<file path="config.mk">
export PLATFORM = sky130hd
export DESIGN_NAME = load_store_sequencer
export DESIGN_NICKNAME = d
export VERILOG_FILES = /design/src/rtl/load_store_sequencer.sv
export SDC_FILE = /design/constraint.sdc
export NUM_CORES = 1
export LEC_CHECK = 0
export CAP_MARGIN = 40
export CORE_ASPECT_RATIO = 0.75
export CORE_MARGIN = 1.5
export CORE_UTILIZATION = 47
export CTS_CLUSTER_DIAMETER = 50
export DETAILED_ROUTE_END_ITERATION = 16
export PLACE_DENSITY_LB_ADDON = 0.2
export SETUP_SLACK_MARGIN = 0.4
export SLEW_MARGIN = 20
export SYNTH_ARGS = -nofsm -noshare
export SYNTH_HDL_FRONTEND = slang
export SYNTH_SLANG_ARGS = --single-unit
</file>
<file path="constraint.sdc">
create_clock -name CLK -period 2.7 [get_ports CLK]
set_input_delay 0.54 -clock CLK [delete_from_list [all_inputs] [get_ports CLK]]
set_output_delay 0.54 -clock CLK [all_outputs]
set_load 0.03 [all_outputs]
</file>
<file path="src/rtl/load_store_sequencer.sv">
// load_store_sequencer
//   Multicycle sequencer for RISC-V loads and stores on a 64-bit, little-endian
//   doubleword memory. One start pulse in IDLE launches one access. Sub-doubleword
//   stores use read-modify-write. Load results are sign- or zero-extended. A
//   misaligned access or an illegal funct3 completes at once with fault set, and
//   no memory access takes place.
// Ports
//   CLK, RST      clock (rising edge), synchronous active-high reset
//   start         access request, sampled only in IDLE
//   is_store      1 = store, 0 = load
//   funct3        access size and signedness (instr[14:12])
//   addr          byte address
//   store_data    rs2 value; the low bytes are used, depending on the size
//   mem_raddress  doubleword read address
//   mem_waddress  doubleword write address
//   mem_wdata     64-bit write word
//   mem_wr        one-cycle write strobe
//   mem_rdata     read data, valid MEM_RD_LAT cycles after the address is stable
//   load_data     extended load result; it is held until the next load completes
//   busy          high in every state except IDLE
//   done          one-cycle completion pulse
//   fault         valid only together with done
module load_store_sequencer #(
  parameter int MEM_RD_LAT = 1  // legal 1..3
) (
  input  logic        CLK,
  input  logic        RST,
  input  logic        start,
  input  logic        is_store,
  input  logic [2:0]  funct3,
  input  logic [63:0] addr,
  input  logic [63:0] store_data,
  output logic [63:0] mem_raddress,
  output logic [63:0] mem_waddress,
  output logic [63:0] mem_wdata,
  output logic        mem_wr,
  input  logic [63:0] mem_rdata,
  output logic [63:0] load_data,
  output logic        busy,
  output logic        done,
  output logic        fault
);

  typedef enum logic [1:0] {IDLE, RD, WR, DONE} state_t;

  localparam logic [1:0] RD_CNT_INIT = 2'(MEM_RD_LAT - 1);

  state_t      state_q, state_d;
  logic        st_q, st_d;
  logic [2:0]  f3_q, f3_d;
  logic [63:0] addr_q, addr_d;
  logic [63:0] sdata_q, sdata_d;
  logic [63:0] wdata_q, wdata_d;
  logic [63:0] ldata_q, ldata_d;
  logic [1:0]  cnt_q, cnt_d;
  logic        wr_q, wr_d;
  logic        busy_q, busy_d;
  logic        done_q, done_d;
  logic        fault_q, fault_d;

  // Legality of the incoming request. This is evaluated on the raw inputs,
  // because a bad request is rejected in the same cycle that it is accepted.
  logic req_illegal, req_misalign;
  always_comb begin
    req_illegal = is_store ? funct3[2] : (funct3 == 3'b111);
    case (funct3[1:0])
      2'b00:   req_misalign = 1'b0;
      2'b01:   req_misalign = addr[0];
      2'b10:   req_misalign = |addr[1:0];
      default: req_misalign = |addr[2:0];
    endcase
  end

  // The addressed lane is moved down to bit 0 for loads and shifted up into
  // place for stores.
  logic [5:0]  lane_sh;
  logic [63:0] rd_shift, ld_ext, size_mask, merged;
  assign lane_sh  = {addr_q[2:0], 3'b000};
  assign rd_shift = mem_rdata >> lane_sh;

  always_comb begin
    case (f3_q)
      3'b000:  ld_ext = {{56{rd_shift[7]}},  rd_shift[7:0]};
      3'b001:  ld_ext = {{48{rd_shift[15]}}, rd_shift[15:0]};
      3'b010:  ld_ext = {{32{rd_shift[31]}}, rd_shift[31:0]};
      3'b100:  ld_ext = {56'd0, rd_shift[7:0]};
      3'b101:  ld_ext = {48'd0, rd_shift[15:0]};
      3'b110:  ld_ext = {32'd0, rd_shift[31:0]};
      default: ld_ext = rd_shift;
    endcase
    case (f3_q[1:0])
      2'b00:   size_mask = 64'h0000_0000_0000_00FF;
      2'b01:   size_mask = 64'h0000_0000_0000_FFFF;
      2'b10:   size_mask = 64'h0000_0000_FFFF_FFFF;
      default: size_mask = 64'hFFFF_FFFF_FFFF_FFFF;
    endcase
    merged = (mem_rdata & ~(size_mask << lane_sh)) | ((sdata_q & size_mask) << lane_sh);
  end

  always_comb begin
    state_d = state_q;
    st_d    = st_q;
    f3_d    = f3_q;
    addr_d  = addr_q;
    sdata_d = sdata_q;
    wdata_d = wdata_q;
    ldata_d = ldata_q;
    cnt_d   = cnt_q;
    fault_d = 1'b0;
    case (state_q)
      IDLE: if (start) begin
        st_d    = is_store;
        f3_d    = funct3;
        addr_d  = addr;
        sdata_d = store_data;
        if (req_illegal || req_misalign) begin
          state_d = DONE;
          fault_d = 1'b1;
        end else if (is_store && funct3[1:0] == 2'b11) begin
          // A full doubleword store needs no read.
          state_d = WR;
          wdata_d = store_data;
        end else begin
          state_d = RD;
          cnt_d   = RD_CNT_INIT;
        end
      end
      RD: if (cnt_q == 2'd0) begin
        if (st_q) begin
          state_d = WR;
          wdata_d = merged;
        end else begin
          state_d = DONE;
          ldata_d = ld_ext;
        end
      end else begin
        cnt_d = cnt_q - 2'd1;
      end
      WR:      state_d = DONE;
      default: state_d = IDLE;
    endcase
    // The outputs are registered so that they line up with the state they describe.
    wr_d   = (state_d == WR);
    done_d = (state_d == DONE);
    busy_d = (state_d != IDLE);
  end

  always_ff @(posedge CLK) begin
    if (RST) begin
      state_q <= IDLE;
      st_q    <= 1'b0;
      f3_q    <= 3'd0;
      addr_q  <= 64'd0;
      sdata_q <= 64'd0;
      wdata_q <= 64'd0;
      ldata_q <= 64'd0;
      cnt_q   <= 2'd0;
      wr_q    <= 1'b0;
      busy_q  <= 1'b0;
      done_q  <= 1'b0;
      fault_q <= 1'b0;
    end else begin
      state_q <= state_d;
      st_q    <= st_d;
      f3_q    <= f3_d;
      addr_q  <= addr_d;
      sdata_q <= sdata_d;
      wdata_q <= wdata_d;
      ldata_q <= ldata_d;
      cnt_q   <= cnt_d;
      wr_q    <= wr_d;
      busy_q  <= busy_d;
      done_q  <= done_d;
      fault_q <= fault_d;
    end
  end

  assign mem_raddress = {addr_q[63:3], 3'b000};
  assign mem_waddress = {addr_q[63:3], 3'b000};
  assign mem_wdata    = wdata_q;
  assign mem_wr       = wr_q;
  assign load_data    = ldata_q;
  assign busy         = busy_q;
  assign done         = done_q;
  assign fault        = fault_q;

endmodule

</file>
==> flow_summary.yaml <==
die:
  core_um2: 30300
  ios: 459
  chipWidth_um: 206
  die_h_um: 155
  initial_core_util_pct: 48.0
  dieArea_um2: 32000
  num_rows: 55
global_routing:
  antenna_found_initial: 1
  grt_usage_pct: 38.0
  grt_pass1_wl_um: 92300
  grt_max_degree: 76
  grt.overflow.total: 0
  grt_pass1_vias: 14676
final_layout:
  stdcell_count: 2585
  nNetsFinal: 2361
  synthToLayoutAreaGrowth_pct: 38.6
  fillers: 2611
  drive_gt1_share_pct: 10.7
clocking:
  path_clk_slew_ns: 0.06
  cts-root-buf: "clkbuf_16"
  clkSinkCount: 268
  htreeDepth: 1
  cts_buffers: 30
  cts_hold_buf: 0
  clock_latency_ns: 0.57
  cts_tree: "yes"
  cts.path.max_buffers: 3
critical_path:
  required_ns: 2.16
  critical_path_class: "reg -> out"
  cp_slowest_cell: "clkdlybuf4s50_1"
  cp_cell_sequence: "clkdlybuf4s50_1"
  critPathMaxFanout: 2
  critPathTopFamily: "buffers and inverters"
  critPathBufInv: 1
  cp-start-kind: "flop"
  max_stage_delay_ns: 0.72
  endpoint_kind: "primary output"
  cp_data_arrival_time_ns: 1.72
flow_run:
  drv_cap: 0
synth:
  synth_seq_cells: 268
  synth_top_area_share_pct: 36.9
  ys_seq_area_share_pct: 36.9
  yosys-top-cells-area: "dfxtp_1, nand2_1, a21oi_1"
  yosysMostFrequentCell: "nand2_1"
  synth.cell_area_um2: 14500
  yosys.area.top_type: "dfxtp_1"
  synth_ff_type: "dfxtp_1"
  ys_warn_count: 0
  synth-edff-count: 0
  ys_types: 60
  syn_inst: 1844
  async_reset_ff_share_pct: 0
  synth_common_cells: "nand2_1, dfxtp_1, a21oi_1, buf_4, clkbuf_1"
  syn_avg_cell_area_um2: 7.88
power:
  p_per_area_nw_per_um2: 706
  ir_worst_vdd_uv: 461
  p_total_mw: 14.2
  leakagePower_nw: 7.00
routing:
  num_vias: 15830
  drt_wl_total_um: 63800
  detail_route.wl_per_cell_um: 24.7
  dr.pass1.iters: 6
  drt_iter0_drc: 2072
  drc: 0
  drtAntennaViolNets: 0
  via_per_inst: 6.12
sta:
  drv_slew: 0
  finalHoldViolCount: 0
  rsz0062_at_grt: "no"
  setup_viol: 0
  finalCritPeriodShare_pct: 83.9
  skew_ns: 0.0153
  period_minus_slack_ns: 2.26
  relSlewSlack_pct: 54.8
  worst_slew_pin_slew_ns: 0.673
  fin_ws_ns: 0.436
  max_freq_mhz: 442
placed_design:
  dp.cells: 2523
  post-place-ws_ns: -0.0289
  place_hpwl_um: 47600
  gp_congestion: 1.02
  port_buffers: 452
hold_path:
  hold_path.class: "in -> reg"
outcome:
  status: "finished clean"
path summary, 6_finish.rpt:
| path | startpoint | endpoint | slack, ns | cells after the start |
|---|---|---|---|---|
| max | load_data[7] | load_data[7] | 0.44 | 1 |
| min | RST | sdata_q[6] | 0.38 | 2 |
| max reg2reg | f3_q[0] | mem_wdata[45] | 0.47 | 7 |
| min reg2reg | mem_wdata[61] | mem_wdata[61] | 0.46 | 2 |
cell usage in the layout, fill, tap and decap left out, drive strengths merged, types with 8 or more instances in the layout:
master,count
nor3,13
o221ai,25
o21ai,85
nor2,76
a22oi,24
nand3,30
o211ai,11
clkbuf,44
and3b,8
nor2b,26
clkdlybuf4s50,451
buf,113
dfxtp,268
nand4,9
o22ai,32
o2bb2ai,15
o31ai,18
mux2i,69
a211oi,46
inv,37
or2,9
o32ai,31
mux4,18
mux2,15
a32o,9
nand2b,14
nand2,368
a21oi,248
where the power goes:
group / internal (mW) / switching [mW] / leakage [nW]
logic: 1.99 / 3.10 / 4.31
clock network: 2.49 / 1.79 / 0.498
registers: 4.41 / 0.432 / 2.19
sequential cells by signal, summed over array words and instances (netlist names):
name       flops
state_q        2
st_q           1
busy           1
addr_q        64
load_data     64
done           1
f3_q           3
mem_wdata     64
sdata_q       64
cnt_q          2
fault          1
mem_wr         1
area by class of cell:
class                   count  area, um2  area share, %
repair buffers            565       5550           27.6
multi-input cells        1264       7550           37.5
diodes                      1       2.50         0.0124
inverters                  32        120          0.596
well taps                 399        499           2.48
flip-flops and latches    268       5380           26.7
clock buffers              43        881           4.37
clock inverters            13        153          0.758
kinds of logic after synthesis:
| family | share of synthesized area [%] |
|---|---|
| AOI/OAI and AO/OA | 25.7 |
| and+or+nand+nor | 16.7 |
| buffers and inverters | 11.9 |
| DFF | 36.9 |
| muxes | 8.70 |
| adders and majority gates | 0.0861 |
| other | 0.0258 |
layer usage:
| metal | vias up | share of wire [%] | track usage [%] |
|---|---|---|---|
| met5 | - | 0 | 0 |
| met4 | 0 | 3.2 | 11.2 |
| met3 | 157 | 12 | 8.90 |
| met2 | 1062 | 42 | 55.9 |
| met1 | 7547 | 42 | 55.0 |
| li1 | 7064 | - | - |
timing repair:
action	in CTS	in global routing
resized for setup	4	14
pin swaps	0	0
cloned	0	1
buffers inserted	1	2
endpoints found under the setup margin	60	32
stage by stage:
stage	hold WS, ns	TNS [ns]	util (%)	cell area [um2]
2_1_floorplan	0.433	0	-	14600
3_3_place_gp	0.438	0	62.6	19000
3_5_place_dp	0.449	-0.176	62.6	19000
4_1_cts	0.369	0	66.1	20000
5_1_grt	0.374	0	66.5	20100
6_report	0.380	0	66.5	20100
Note: power is estimated with default switching activity, not from simulation.
